==> src/rtl/fetch_pkg.sv <==
// Shared fetch-stage types and RV base opcodes, also used by the control decoder.
package fetch_pkg;

    typedef enum logic [1:0] {REQ, WAIT, FLUSH, HOLD} fetch_state_t;

    localparam logic [31:0] NOP_INST  = 32'h00000013;

    localparam logic [6:0]  OP_RTYPE  = 7'b0110011;
    localparam logic [6:0]  OP_LOAD   = 7'b0000011;
    localparam logic [6:0]  OP_STORE  = 7'b0100011;
    localparam logic [6:0]  OP_BRANCH = 7'b1100011;
    localparam logic [6:0]  OP_ITYPE  = 7'b0010011;

endpackage

==> src/rtl/pc_register.sv <==
// Program counter: reset load, word-aligned redirect, and sequential +4 advance.
module pc_register #(
    parameter int                  PC_WIDTH = 64,
    parameter logic [PC_WIDTH-1:0] RESET_PC = '0
) (
    input  logic                clk,
    input  logic                reset,
    input  logic                i_inc,
    input  logic                i_redirect,
    input  logic [PC_WIDTH-1:0] i_redirect_pc,
    output logic [PC_WIDTH-1:0] o_pc
);

    localparam logic [PC_WIDTH-1:0] ALIGN_MASK = {{(PC_WIDTH-2){1'b1}}, 2'b00};

    logic [PC_WIDTH-1:0] r_pc;

    // Redirect beats the sequential advance; +4 wraps silently at the top.
    always_ff @(posedge clk) begin
        if (reset)
            r_pc <= RESET_PC;
        else if (i_redirect)
            r_pc <= i_redirect_pc & ALIGN_MASK;
        else if (i_inc)
            r_pc <= r_pc + PC_WIDTH'(4);
    end

    assign o_pc = r_pc;

endmodule

==> src/rtl/instruction_fetch_unit.sv <==
// Fetch stage: one outstanding word read to instruction memory, one held
// instruction presented to decode, with branch redirect and stale-response flush.
module instruction_fetch_unit
    import fetch_pkg::*;
#(
    parameter int                  PC_WIDTH   = 64,
    parameter logic [PC_WIDTH-1:0] RESET_PC   = '0,
    parameter int                  INST_WIDTH = 32
) (
    input  logic                  clk,
    input  logic                  reset,
    output logic                  IMemReq,
    output logic [PC_WIDTH-1:0]   IMemAddr,
    input  logic                  IMemGnt,
    input  logic                  IMemRspValid,
    input  logic [INST_WIDTH-1:0] IMemRspData,
    input  logic                  Redirect,
    input  logic [PC_WIDTH-1:0]   RedirectPC,
    output logic                  InstValid,
    input  logic                  InstReady,
    output logic [INST_WIDTH-1:0] Instruction,
    output logic [6:0]            Opcode,
    output logic [PC_WIDTH-1:0]   PC_Out
);

    fetch_state_t          r_state;
    logic                  r_pend;
    logic                  r_valid;
    logic [INST_WIDTH-1:0] r_inst;
    logic [PC_WIDTH-1:0]   r_pc_out;

    logic [PC_WIDTH-1:0]   w_pc;
    logic                  w_inc;
    logic                  w_hs;

    assign w_inc = (r_state == WAIT) && IMemRspValid && !Redirect;

    pc_register #(
        .PC_WIDTH (PC_WIDTH),
        .RESET_PC (RESET_PC)
    ) u_pc (
        .clk           (clk),
        .reset         (reset),
        .i_inc         (w_inc),
        .i_redirect    (Redirect),
        .i_redirect_pc (RedirectPC),
        .o_pc          (w_pc)
    );

    // A request left outstanding across reset blocks new requests until drained.
    assign IMemReq  = (r_state == REQ) && !r_pend && !reset;
    assign IMemAddr = w_pc;
    assign w_hs     = IMemReq && IMemGnt;

    always_ff @(posedge clk) begin
        if (reset) begin
            r_state  <= REQ;
            r_valid  <= 1'b0;
            r_inst   <= INST_WIDTH'(NOP_INST);
            r_pc_out <= '0;
            // Memory is not reset: remember an in-flight request so its reply is dropped.
            r_pend   <= r_pend && !IMemRspValid;
        end else begin
            if (IMemRspValid)
                r_pend <= 1'b0;
            if (w_hs)
                r_pend <= 1'b1;

            case (r_state)
                REQ: begin
                    if (r_pend) begin
                        if (!IMemRspValid)
                            r_state <= FLUSH;
                    end else if (w_hs) begin
                        r_state <= Redirect ? FLUSH : WAIT;
                    end
                end
                WAIT: begin
                    if (IMemRspValid) begin
                        if (Redirect) begin
                            r_state <= REQ;
                        end else begin
                            r_inst   <= IMemRspData;
                            r_pc_out <= w_pc;
                            r_valid  <= 1'b1;
                            r_state  <= HOLD;
                        end
                    end else if (Redirect) begin
                        r_state <= FLUSH;
                    end
                end
                HOLD: begin
                    if (Redirect || InstReady) begin
                        r_valid <= 1'b0;
                        r_state <= REQ;
                    end
                end
                FLUSH: begin
                    if (IMemRspValid)
                        r_state <= REQ;
                end
                default: r_state <= REQ;
            endcase
        end
    end

    assign InstValid   = r_valid;
    assign Instruction = r_inst;
    assign Opcode      = r_inst[6:0];
    assign PC_Out      = r_pc_out;

endmodule

==> config.mk <==
export PLATFORM = sky130hd
export DESIGN_NAME = instruction_fetch_unit
export DESIGN_NICKNAME = d
export VERILOG_FILES = /design/src/rtl/fetch_pkg.sv /design/src/rtl/pc_register.sv /design/src/rtl/instruction_fetch_unit.sv
export SDC_FILE = /design/constraint.sdc
export NUM_CORES = 1
export LEC_CHECK = 0
export BUFFER_PORTS_ARGS = -buffer_cell sky130_fd_sc_hd__clkbuf_2
export CAP_MARGIN = 20
export CORE_AREA = 2 2 162 164
export CTS_BUF_LIST = sky130_fd_sc_hd__clkbuf_4
export DETAILED_ROUTE_END_ITERATION = 16
export DIE_AREA = 0 0 164 166
export GPL_TIMING_DRIVEN = 0
export SETUP_SLACK_MARGIN = 0.4
export SLEW_MARGIN = 30
export SYNTH_ARGS = -nofsm -noshare
export SYNTH_HDL_FRONTEND = slang
export SYNTH_HIERARCHICAL = 1
export SYNTH_SLANG_ARGS = --single-unit
==> constraint.sdc <==
create_clock -name clk -period 3.11 [get_ports clk]
set_input_delay 0 -clock clk [delete_from_list [all_inputs] [get_ports clk]]
set_output_delay 0 -clock clk [all_outputs]
set_load 0.005 [all_outputs]
* After elaboration in Yosys (flattened, before gate mapping)
Cells that the tools add are included.
** Storage, ports and cells
- Register bits after elaboration :: 164
- Input port bits :: 102
- Output and inout port bits :: 169
- Logic and storage cells :: 57
** Cells by class
- $add $sub $neg :: 1
- Equal/unequal tests :: 10
- Muxes and demuxes :: 19
- Bitwise operators :: 1
- Reduce and logical (&&, ||, !) cells :: 19
** Operator list (number)
- two-way mux 64 bit :: 2
- adder 64 x 3 -> 64 bit, second input constant :: 1
- two-way mux 2 bit :: 9
- inequality test 3 bit, second input constant :: 3
- inequality test 2 bit, second input constant :: 4
- case mux 2 bit (4 select lines) :: 1
- logical AND 1 bit :: 6
- two-way mux 1 bit :: 6
- AND reduction 5 bit :: 1
- equality test 2 bit, second input constant :: 2
- logical NOT 1 bit :: 4
- AND reduction 4 bit :: 1
- nonzero test 2 bit :: 2
- AND reduction 3 bit :: 1
- nonzero test 3 bit :: 1
- equality test 2 x 1 -> 1 bit, second input constant :: 1
- logical NOT 2 bit :: 1
- case mux 1 bit (2 select lines) :: 1
- OR reduction 2 bit :: 1
- logical OR 1 bit :: 1
- NOT 1 bit :: 1

* Logic depth before layout (Yosys ltp)
Gate-level depths: netlist of run 1.
- Depth in word-level cells :: 7
- Mapped depth :: 12
- Mapped depth without buffers :: 8

* Cells and area by module
The synthesis of run 1 kept the hierarchy.
** By module, submodules not included
- pc_register :: times used 1, cells an instance 486, area each 3905.0 um^2, seq. area each 1241.2 um^2
- instruction_fetch_unit :: times used 1, cells an instance 460, area each 3631.0 um^2, seq. area each 2011.9 um^2

* Worst setup path before layout of run 1
OpenSTA, ideal clock, no wires.
- Kind :: register to register
- Start :: reg r_state[0]
- End :: reg u_pc.r_pc[61] (netlist: u_pc/o_pc[61])
- Library setup time :: 91 ps
- Arrival :: 2498 ps
- Data required time :: 3019 ps
- Setup slack :: 521 ps
- Cell stages (with the launch flop) :: 12
- Path buffers :: 3
- Clock period less this slack :: 2589 ps
- Path through :: dfxtp_1 buf_4 and2b_4 nand3b_4 inv_2 buf_2 buf_2 nand3_1 nor3_2 nand3_2 or4_1 a311oi_1
** Between the ends
- Longest elaborated chain between the ends :: 4
** Ends and longest elaborated chain
- from (decl) :: line instruction_fetch_unit.sv:26 : fetch_state_t r_state;
- from (signal assigned) :: line instruction_fetch_unit.sv:75 : r_state <= Redirect ? FLUSH : WAIT;
- equality test 2 x 1 -> 1 bit :: line instruction_fetch_unit.sv:36 : assign w_inc = (r_state == WAIT) && IMemRspValid && !Redirect;
- logical AND 1 bit (2 in a row) :: line instruction_fetch_unit.sv:36
- net w_inc :: line instruction_fetch_unit.sv:33 : logic w_inc;
- nonzero test 2 bit (no line)
- to (signal assigned) :: line pc_register.sv:23 : r_pc <= i_redirect_pc & ALIGN_MASK;
- to (signal assigned) :: line pc_register.sv:25 : r_pc <= r_pc + PC_WIDTH'(4);
- to (decl) :: line pc_register.sv:16 : logic [PC_WIDTH-1:0] r_pc;
The timed path passes the listed nets, and every way through them passes these cells.
A chain may end at the register's enable or synchronous reset.

* Final worst setup path of run 1
- Start :: reg r_state[0]
- End :: reg u_pc.r_pc[37] (netlist: u_pc/o_pc[37])
The elaborated chain is that of the path after synthesis.

==> flow_metrics.tcl, run 1 <==
set metrics [dict create \
    run_status "complete, no violations" \
    timing_max_transition_violations_final 0 \
    setup.reg_to_reg.worst_slack_ps 500 \
    p_sw_uw 1420 \
    critical_path.startpoint_type "register" \
    clock_sink_count 162 \
    drt-vias-per-instance 4.99 \
    floorplan.initialDensity 0.294 \
    numCtsBuffers 17 \
    finalWeightedCongestion 0.824 \
    p_clk_frac 0.302 \
    summed_area_of_non_filler_cells_in_the_final_layout_um2 10900 \
    critPathRequiredTime_ps 3590 \
    worstHoldEndpoint "Instruction[12]" \
    leakage_uw 0.00442 \
    ctsRootBufferMaster "clkbuf_4" \
    die_h_um 166 \
    final_util 0.427 \
    timing.clock.skew_ps 35.7 \
    dieArea_um2 27200 \
    max_clock_freq_ghz 0.383 \
    dr_total_vias 8509 \
    timing_worst_setup_path_type "reg -> reg" \
    worst_case_reg_to_reg_path_depth 13 \
    setup_viol 0 \
    pwr_density_cell_nw_per_um2 412 \
    multi_input_comb_area_um2 3970 \
    antenna_violating_nets_post_route 0 \
    route.detailed.wl_per_inst_um 17.0 \
    synth-edff-count 1 \
    synth_cell_type_count 65 \
    max_slew_margin 0.401 \
    critical_path_arrival_ps 3090 \
    core.rowCount 59 \
    timing.hold.worst.class "in -> reg" \
    number_of_antenna_violations_at_the_first_check_in_global_routing 1 \
    worst_vdd_ir_mv 0.275 \
    layout.area.seq_um2 3250 \
    worst_setup_hold_path_clk_slew_ps 160 \
    grt_first_pass_wirelength_um 44400 \
    synthesis.area_um2 7540 \
    routed_wirelength_um 29000 \
    proportion_of_synthesized_chip_area_in_sequential_cells 0.432 \
    timing.hold.worst_path_depth 4 \
    clock_insertion_delay_worst_skew_ps 580 \
    core_area_um2 25600 \
    postSynthCellCount 946 \
    p_int_uw 3090 \
    period_minus_slack_ps 2610 \
    power.share.sequential 0.518 \
    numPortBuffers 264 \
    synth_warnings 6 \
    post_synth.cell_area_avg_um2 7.97 \
    clockBufferDepth 2 \
    setup_tns_ps 0 \
    drt-pass1-iter-count 5 \
    hpwlAfterDp_um 20700 \
    tightestPinTransition_ps 898 \
    grt_overflow 0 \
    reg2reg_to "u_pc/o_pc[37]" \
    power.combinational.fraction 0.180 \
    via_count_of_the_first_global_routing_pass 8013 \
    asyncSetResetFlopFracSynth 0 \
    whs_ps 178 \
    yosys_register_bits 162 \
    syn2layout_area_growth_pct 45.3 \
    worstSetupEndpointType "register" \
    fillCellCount 2579 \
    unrepaired_setup_endpoints_after_global_routing "no" \
    hold_path.startpoint "IMemRspData[12]" \
    gr-usage-all-layers 0.207 \
    io_pins 271 \
    chipWidth_um 164 \
    synthFlopType "dfxtp_1" \
    switching_share 0.315 \
    crit-reg2reg-launch "r_state[0]" \
    grt_max_degree 17 \
    initialDrtViolationCount 669 \
    layout.nets 1458 \
    cts-htree-levels 4 \
    crit_fanout 12 \
    final_hold_viol_count 0 \
    final.period_utilization 0.839 \
    placed_cell_areas_um2 9280 \
    drv.max_cap_violation_count 0 \
    post-route-drc-count 0 \
    tritoncts "yes" \
    final_layout_size_suffix_gt1_frac 0.270 \
]
-- cells in the mapped netlist (10+ instances only) --
library cell,count,area share
nand3_1,27,0.018
dfxtp_1,161,0.43
a311oi_1,13,0.015
nand2_1,242,0.12
a211oi_1,22,0.022
xnor2_1,15,0.017
clkbuf_1,34,0.017
a21oi_1,106,0.070
nor2_1,63,0.031
buf_4,14,0.014
nor4_1,12,0.010
or3_1,10,0.0083
buf_2,16,0.011
xor2_1,18,0.021
nand4_1,39,0.032
o21ai_0,17,0.011
-- logic make-up after synthesis --
| logic type | synth area share |
|---|---|
| AO/OA/AOI/OAI | 0.157 |
| XOR/XNOR | 0.0384 |
| adder cells (fa/ha/maj) | 0.00166 |
| buffers and inverters | 0.0516 |
| flip-flops | 0.432 |
| multiplexers | 0.0134 |
| other | 0.000498 |
| AND/OR/NAND/NOR | 0.306 |
-- flip-flops by register name (all words and copies together) (netlist names) --
name and count:
PC_Out 64, u_pc/o_pc 62, r_state 2, r_pend 1, Instruction 32, InstValid 1
-- through the flow --
step           total power, uW  instances  setup WS (ps)
6_report                  4520       1704            502
5_1_grt                   4730       1704            392
4_1_cts                   4540       1702            404
3_5_place_dp              3030       1546           -488
3_3_place_gp              3020       1546           -489
2_1_floorplan             2710        947            521
-- cells in the final DEF, fill, tap and decap left out, types with 7 or more instances in the layout --
cell and instances:
clkbuf_2 266, nand2_1 242, dfxtp_1 160, dlygate4sd3_1 117
a21oi_1 106, nor2_1 63, nand4_1 39, clkbuf_1 32
nand3_1 26, a211oi_1 22, buf_4 18, xor2_1 18
o21ai_0 17, clkbuf_4 17, xnor2_1 15, buf_2 14
a311oi_1 13, nor4_1 12, or3_1 10, mux2i_1 9
nor3_1 9, and4_1 8, inv_1 7, and3_1 7
or4_1 7
-- layout make-up --
type / count / share of cell area
Antenna cell: 1 / 0.000229
Buffer: 71 / 0.0376
Clock buffer: 17 / 0.0117
Clock inverter: 15 / 0.0153
Inverter: 9 / 0.00354
Multi-Input combinational cell: 706 / 0.362
Sequential cell: 162 / 0.297
Tap cell: 335 / 0.0383
Timing Repair Buffer: 388 / 0.234
-- worst max-delay path by stage --
stage,start,to,cells after the start
floorplan,r_state[0],u_pc/o_pc[61],11
global placement,r_state[0],u_pc/o_pc[61],12
detailed placement,r_state[0],u_pc/o_pc[61],12
CTS,r_state[0],u_pc/o_pc[37],13
global route,r_state[0],u_pc/o_pc[52],11
finish,r_state[0],u_pc/o_pc[37],13
-- routing by layer --
metal,routed length [um],global-route usage,up-vias,share of wire
met4,575,0.0671,0,0.020
li1,-,-,4156,-
met1,13200,0.275,4020,0.46
met2,13600,0.338,290,0.47
met5,0,0,-,0
met3,1560,0.0395,43,0.054
-- power by group through the flow --
stage / logic (uW) / clock network (uW) / registers, uW
finish: 814 / 1360 / 2340
global route: 890 / 1480 / 2360
CTS: 799 / 1410 / 2330
detailed placement: 651 / 0 / 2380
global placement: 643 / 0 / 2380
floorplan: 371 / 0 / 2340
-- timing repair --
item	CTS	global route
setup buffers	6	1
pin swaps	2	3
hold buffers	117	0
resized for setup	15	13
cloned	1	0
endpoints found under the setup margin	47	14
hold endpoints to repair	99	0
-- worst max-delay path, stage by stage, from the launching register on --
cell,delay [ps]
dfxtp_2,340
buf_6,120
and2b_4,180
nand3b_4,130
clkinv_4,90
buf_12,130
buf_12,130
nand3_2,90
nor3_4,170
buf_12,150
buf_6,130
nand4_1,180
or3_1,430
a311oi_1,270
Note: power is estimated with default switching activity, not from simulation.
==> inputs of run 2 (changes only) <==
==> constraint.sdc (replaced) <==
create_clock -name clk -period 2.22 [get_ports clk]
set_input_delay 0 -clock clk [delete_from_list [all_inputs] [get_ports clk]]
set_output_delay 0 -clock clk [all_outputs]
set_load 0.005 [all_outputs]
==> run 2 against run 1 <==
Against the previous run: the flow now finishes with violations (negative setup slack); combinational power grew 46%; sequential power is 41% higher; global-route usage grew 1.1 points; non-clock buffer count increased by 43; flip-flop and latch count unchanged; fmax rose by 5.4%.
==> flow_metrics.tcl, run 2 (same netlist as run 1, synthesis figures left out) <==
set metrics [dict create \
    tritoncts "yes" \
    post-route-drc-count 0 \
    timing_max_transition_violations_final 0 \
    floorplan.initialDensity 0.294 \
    final.period_utilization 1.11 \
    final_layout_size_suffix_gt1_frac 0.347 \
    routed_wirelength_um 30700 \
    final_hold_viol_count 0 \
    grt_overflow 0 \
    layout.area.seq_um2 3310 \
    grt_first_pass_wirelength_um 46400 \
    run_status "finished, violations left" \
    timing.final.ws_setup_ps -255 \
    leakage_uw 0.00489 \
    largest_register_ffs 64 \
    failed_checks "negative setup slack" \
    fillCellCount 2537 \
    grt_max_degree 17 \
    dieArea_um2 27200 \
    worstSetupEndpointType "register" \
    max_slew_margin 0.422 \
    crit_fanout 5 \
    p_clk_frac 0.325 \
    commonest_non_fill_non_tap_cell_in_the_layout "clkbuf_2" \
    hpwlAfterDp_um 21100 \
    gr-usage-all-layers 0.218 \
    setup_viol 33 \
    syn2layout_area_growth_pct 57.3 \
    route.detailed.wl_per_inst_um 17.6 \
    timing.clock.skew_ps 22.7 \
    clock_sink_count 162 \
    drt-pass1-iter-count 6 \
    die_h_um 166 \
    drv.max_cap_violation_count 0 \
    critical_path_arrival_ps 2940 \
    ctsRootBufferMaster "clkbuf_4" \
    numPortBuffers 264 \
    p_int_uw 4680 \
    io_pins 271 \
    cts-htree-levels 4 \
    switching_share 0.295 \
    total_power_uw 6640 \
    dr_total_vias 8857 \
    worst_vdd_ir_mv 0.341 \
    critical_path.startpoint_type "register" \
    worst_setup_hold_path_clk_slew_ps 150 \
    timing.hold.worst.class "in -> reg" \
    multi_input_comb_area_um2 4290 \
    number_of_antenna_violations_at_the_first_check_in_global_routing 1 \
    core_area_um2 25600 \
    core.rowCount 59 \
    period_minus_slack_ps 2470 \
    unrepaired_setup_endpoints_after_global_routing "yes" \
    pwr_density_cell_nw_per_um2 560 \
    drt-vias-per-instance 5.07 \
    layout.nets 1501 \
    numCtsBuffers 17 \
    chipWidth_um 164 \
    clock_insertion_delay_worst_skew_ps 580 \
    max_clock_freq_ghz 0.404 \
    tightestPinTransition_ps 866 \
    timing_worst_setup_path_type "reg -> reg" \
    setup_tns_ps -3260 \
    clockBufferDepth 2 \
    power.combinational.fraction 0.180 \
    mostFrequentLayoutCells "clkbuf_2 (268), nand2_1 (239), dfxtp_1 (140)" \
    initialDrtViolationCount 669 \
    critPathRequiredTime_ps 2690 \
    finalWeightedCongestion 0.850 \
    via_count_of_the_first_global_routing_pass 8302 \
    antenna_violating_nets_post_route 0 \
    power.share.sequential 0.495 \
    p_sw_uw 1960 \
]
[run 2: changes by cell type in the layout (fill, tap and decap cells not counted), sizes merged]
cell / change
buf: +57
dlygate4sd3: -15
inv: -5
bufinv: +3
clkbuf: +2
clkinvlp: +2
clkinv: -1
[run 2: what timing repair did]
action | CTS | global route
buffers inserted | 47 | 17
endpoints found under the setup margin | 61 | 141
pin swaps | 46 | 31
resized for setup | 61 | 71
gates cloned | 2 | 0
endpoints found under the hold margin | 101 | 0
hold buffers | 102 | 0
[run 2: final timing paths]
check,end,slack (ps),from,cells past startpoint
worst min-delay path,u_pc/o_pc[48],50,Redirect,5
worst min register to register,Instruction[23],460,Instruction[23],2
worst max-delay path,u_pc/o_pc[61],-250,r_state[0],12
worst max register to register,u_pc/o_pc[61],-250,r_state[0],12
[run 2: cell type report]
cell class	count	share of cell area
multi-input combinational	706	0.362
sequential	162	0.279
timing repair buffer	431	0.251
buffer	71	0.0397
tap	335	0.0354
clock inverter	14	0.0179
clock buffer	18	0.0114
inverter	9	0.00348
antenna	1	0.000211
[run 2: metrics by stage]
| step | instance area, um^2 | worst slack (ps) | utilization | cells | hold WS, ps |
|---|---|---|---|---|---|
| detailed placement | 9380 | -787 | 0.366 | 1546 | 220 |
| global placement | 9380 | -778 | 0.366 | 1546 | 216 |
| global route | 11900 | -313 | 0.463 | 1747 | 37.2 |
| CTS | 11400 | -162 | 0.447 | 1729 | -17.6 |
| floorplan | 7640 | -103 | - | 947 | 122 |
| finish | 11900 | -255 | 0.463 | 1747 | 54.7 |
[run 2: power groups by stage]
stage / clock, uW / sequential [uW] / combinational (uW)
floorplan: 0 / 3290 / 530
global placement: 0 / 3340 / 911
detailed placement: 0 / 3350 / 922
CTS: 2230 / 3280 / 1130
global route: 2350 / 3320 / 1300
finish: 2160 / 3290 / 1190
[run 2: routing by layer]
layer / vias to the layer above / track usage / share of wire
met5: - / 0 / 0
met4: 0 / 0.0744 / 0.025
met3: 50 / 0.0472 / 0.065
met2: 355 / 0.349 / 0.47
met1: 4204 / 0.291 / 0.44
li1: 4248 / - / -
[run 2: critical path, cell delays in order (launching register included)]
cell and delay, ps:
dfxtp_2 350, buf_6 90, and2b_4 160, nand3b_4 160, inv_8 100, buf_12 100
buf_8 90, nand3_4 80, nor3_4 180, buf_12 140, nand3_4 110, or4_1 520
a311oi_1 280
==> inputs of run 3 (changes only) <==
--- a/config.mk
+++ b/config.mk
@@ -11,8 +11,7 @@
 export CTS_BUF_LIST = sky130_fd_sc_hd__clkbuf_4
 export DETAILED_ROUTE_END_ITERATION = 16
 export DIE_AREA = 0 0 164 166
-export GPL_TIMING_DRIVEN = 0
-export SETUP_SLACK_MARGIN = 0.4
+export SETUP_SLACK_MARGIN = 0.02
 export SLEW_MARGIN = 30
 export SYNTH_ARGS = -nofsm -noshare
 export SYNTH_HDL_FRONTEND = slang
==> run 3 against run 2 <==
Against the previous run: the run now ends clean; clock skew increased by 8.1 ps; critical path type unchanged; via count decreased by 4.9%; highest routed layer unchanged; largest power group unchanged; power decreased by 6.7%; sequential share of layout area increased by 1.8 points; utilization decreased by 3.4 points; clock power decreased by 18%.
==> flow_metrics.tcl, run 3 (same netlist as run 1, synthesis figures left out) <==
set metrics [dict create \
    pwr_density_cell_nw_per_um2 564 \
    numCtsBuffers 17 \
    grt_overflow 0 \
    hpwlAfterDp_um 19300 \
    timing.hold.worst.class "in -> reg" \
    drt-met1-wl_um 12400 \
    dr_total_vias 8427 \
    clock_sink_count 162 \
    final.period_utilization 0.966 \
    final_hold_viol_count 0 \
    highest-signal-layer "met4" \
    timing_worst_setup_path_type "reg -> reg" \
    antenna_violating_nets_post_route 0 \
    io_pins 271 \
    mostFrequentLayoutCells "clkbuf_2 (265), nand2_1 (242), dfxtp_1 (156)" \
    gr-usage-all-layers 0.199 \
    run_status "complete, no violations" \
    reg2reg_to "u_pc/o_pc[42]" \
    crit_fanout 6 \
    worst_vdd_ir_mv 0.283 \
    ctsRootBufferMaster "clkbuf_4" \
    drv.max_cap_violation_count 0 \
    critical_path_arrival_ps 2620 \
    layout.nets 1452 \
    pre_cts_ws_ps 31.6 \
    clockBufferDepth 2 \
    drt-pass1-iter-count 5 \
    chipWidth_um 164 \
    finalWeightedCongestion 0.858 \
    grt_first_pass_wirelength_um 43100 \
    worstPathCellList "and2b_4, nand3b_4, inv_6, and3_1, and4_4, nand3_4, or4_1, a311oi_1" \
    cts-htree-levels 4 \
    worstSetupEndpointType "register" \
    clock_insertion_delay_worst_skew_ps 560 \
    critPathRequiredTime_ps 2690 \
    tritoncts "yes" \
    core_area_um2 25600 \
    setup_viol 0 \
    die_h_um 166 \
    tightestPinTransition_ps 609 \
    number_of_antenna_violations_at_the_first_check_in_global_routing 1 \
    worstSetupStartpoint "r_state[0]" \
    timing.critical_path.to "u_pc/o_pc[42]" \
    hold_path.startpoint "Redirect" \
    numPortBuffers 266 \
    drt-vias-per-instance 4.97 \
    final_layout_size_suffix_gt1_frac 0.307 \
    leakage_uw 0.00450 \
    critical_path.startpoint_type "register" \
    dieArea_um2 27200 \
    crit-reg2reg-launch "r_state[0]" \
    routed_wirelength_um 27600 \
    instance_count_after_placement_with_tap_cells_included 1562 \
    critPathSlowestCell "or4_1" \
    setup.reg_to_reg.worst_slack_ps 80 \
    grt_max_degree 88 \
    largest_register_ffs 64 \
    period_minus_slack_ps 2140 \
    met3_wirelength_um 1420 \
    syn2layout_area_growth_pct 45.7 \
    initialDrtViolationCount 608 \
    unrepaired_setup_endpoints_after_global_routing "no" \
    timing.final.ws_setup_ps 75.7 \
    timing.clock.skew_ps 30.8 \
    max_clock_freq_ghz 0.466 \
    core.rowCount 59 \
    route.detailed.wl_per_inst_um 16.3 \
    met2_length_um 13200 \
    fillCellCount 2593 \
    timing_max_transition_violations_final 0 \
    worst_setup_hold_path_clk_slew_ps 140 \
    via_count_of_the_first_global_routing_pass 8057 \
    max_slew_margin 0.593 \
    commonest_non_fill_non_tap_cell_in_the_layout "clkbuf_2" \
    floorplan.initialDensity 0.294 \
    worst_case_reg_to_reg_path_depth 8 \
    cp_max_stage_delay_ps 490 \
    post_layout_nonfiller_instances 1697 \
    post-route-drc-count 0 \
]
run 3: cell count changes in the layout (fill, tap and decap cells not counted), sizes merged:
cell    change
clkbuf     -33
buf        -13
bufinv      -3
clkinv      +1
inv         -1
nand3       -1
run 3: area by class of cell:
cell class / count / area [um^2] / share of cell area
Inverter: 9 / 38.8 / 0.00353
Sequential cell: 162 / 3260 / 0.297
Timing Repair Buffer: 454 / 3040 / 0.276
Antenna cell: 1 / 2.50 / 0.000228
Tap cell: 335 / 419 / 0.0382
Clock inverter: 11 / 115 / 0.0105
Clock buffer: 20 / 150 / 0.0137
Multi-Input combinational cell: 705 / 3960 / 0.361
run 3: metrics by stage:
step	power [uW]	utilization	hold slack (ps)	setup TNS [ps]	cell area, um^2
CTS	6260	0.427	18.4	0	10900
global placement	4290	0.376	211	0	9630
detailed placement	4300	0.376	221	0	9630
finish	6200	0.429	76.7	0	11000
global route	6510	0.429	56.5	0	11000
floorplan	3810	-	122	-353	7590
run 3: worst min-delay path by stage:
| stage | to | cells after the start | slack [ps] |
|---|---|---|---|
| 2_1_floorplan | Instruction[0] | 2 | 120 |
| 3_3_place_gp | Instruction[0] | 3 | 210 |
| 3_5_place_dp | Instruction[1] | 3 | 220 |
| 4_1_cts | u_pc/o_pc[11] | 4 | 20 |
| 5_1_grt | u_pc/o_pc[11] | 4 | 60 |
| 6_report | u_pc/o_pc[11] | 4 | 80 |
run 3: per-layer routing:
metal | up-vias | global-route usage
li1 | 4133 | -
met1 | 3962 | 0.257
met2 | 296 | 0.336
met3 | 36 | 0.0350
met4 | 0 | 0.0591
met5 | - | 0
run 3: repair_timing:
| item | 4_1_cts | 5_1_grt |
|---|---|---|
| hold buffers | 102 | 0 |
| setup buffers | 0 | 1 |
| gates resized for setup | 2 | 12 |
| endpoints found under the hold margin | 114 | 0 |
| setup endpoints to repair | 2 | 13 |
| pin swaps | 0 | 2 |
run 3: worst max-delay path, delay by kind of cell, from the launching register on:
| kind | cells | cell delay (ps) |
|---|---|---|
| and+or+nand+nor | 6 | 1360 |
| DFF | 1 | 350 |
| AOI/OAI and AO/OA | 1 | 260 |
| buffers and inverters | 1 | 120 |
run 3: power breakdown:
part | internal, uW | switching [uW] | total, uW | leakage (uW)
logic | 594 | 626 | 1220 | 0.00303
clock network | 689 | 1090 | 1780 | 0.000142
registers | 3060 | 139 | 3200 | 0.00133
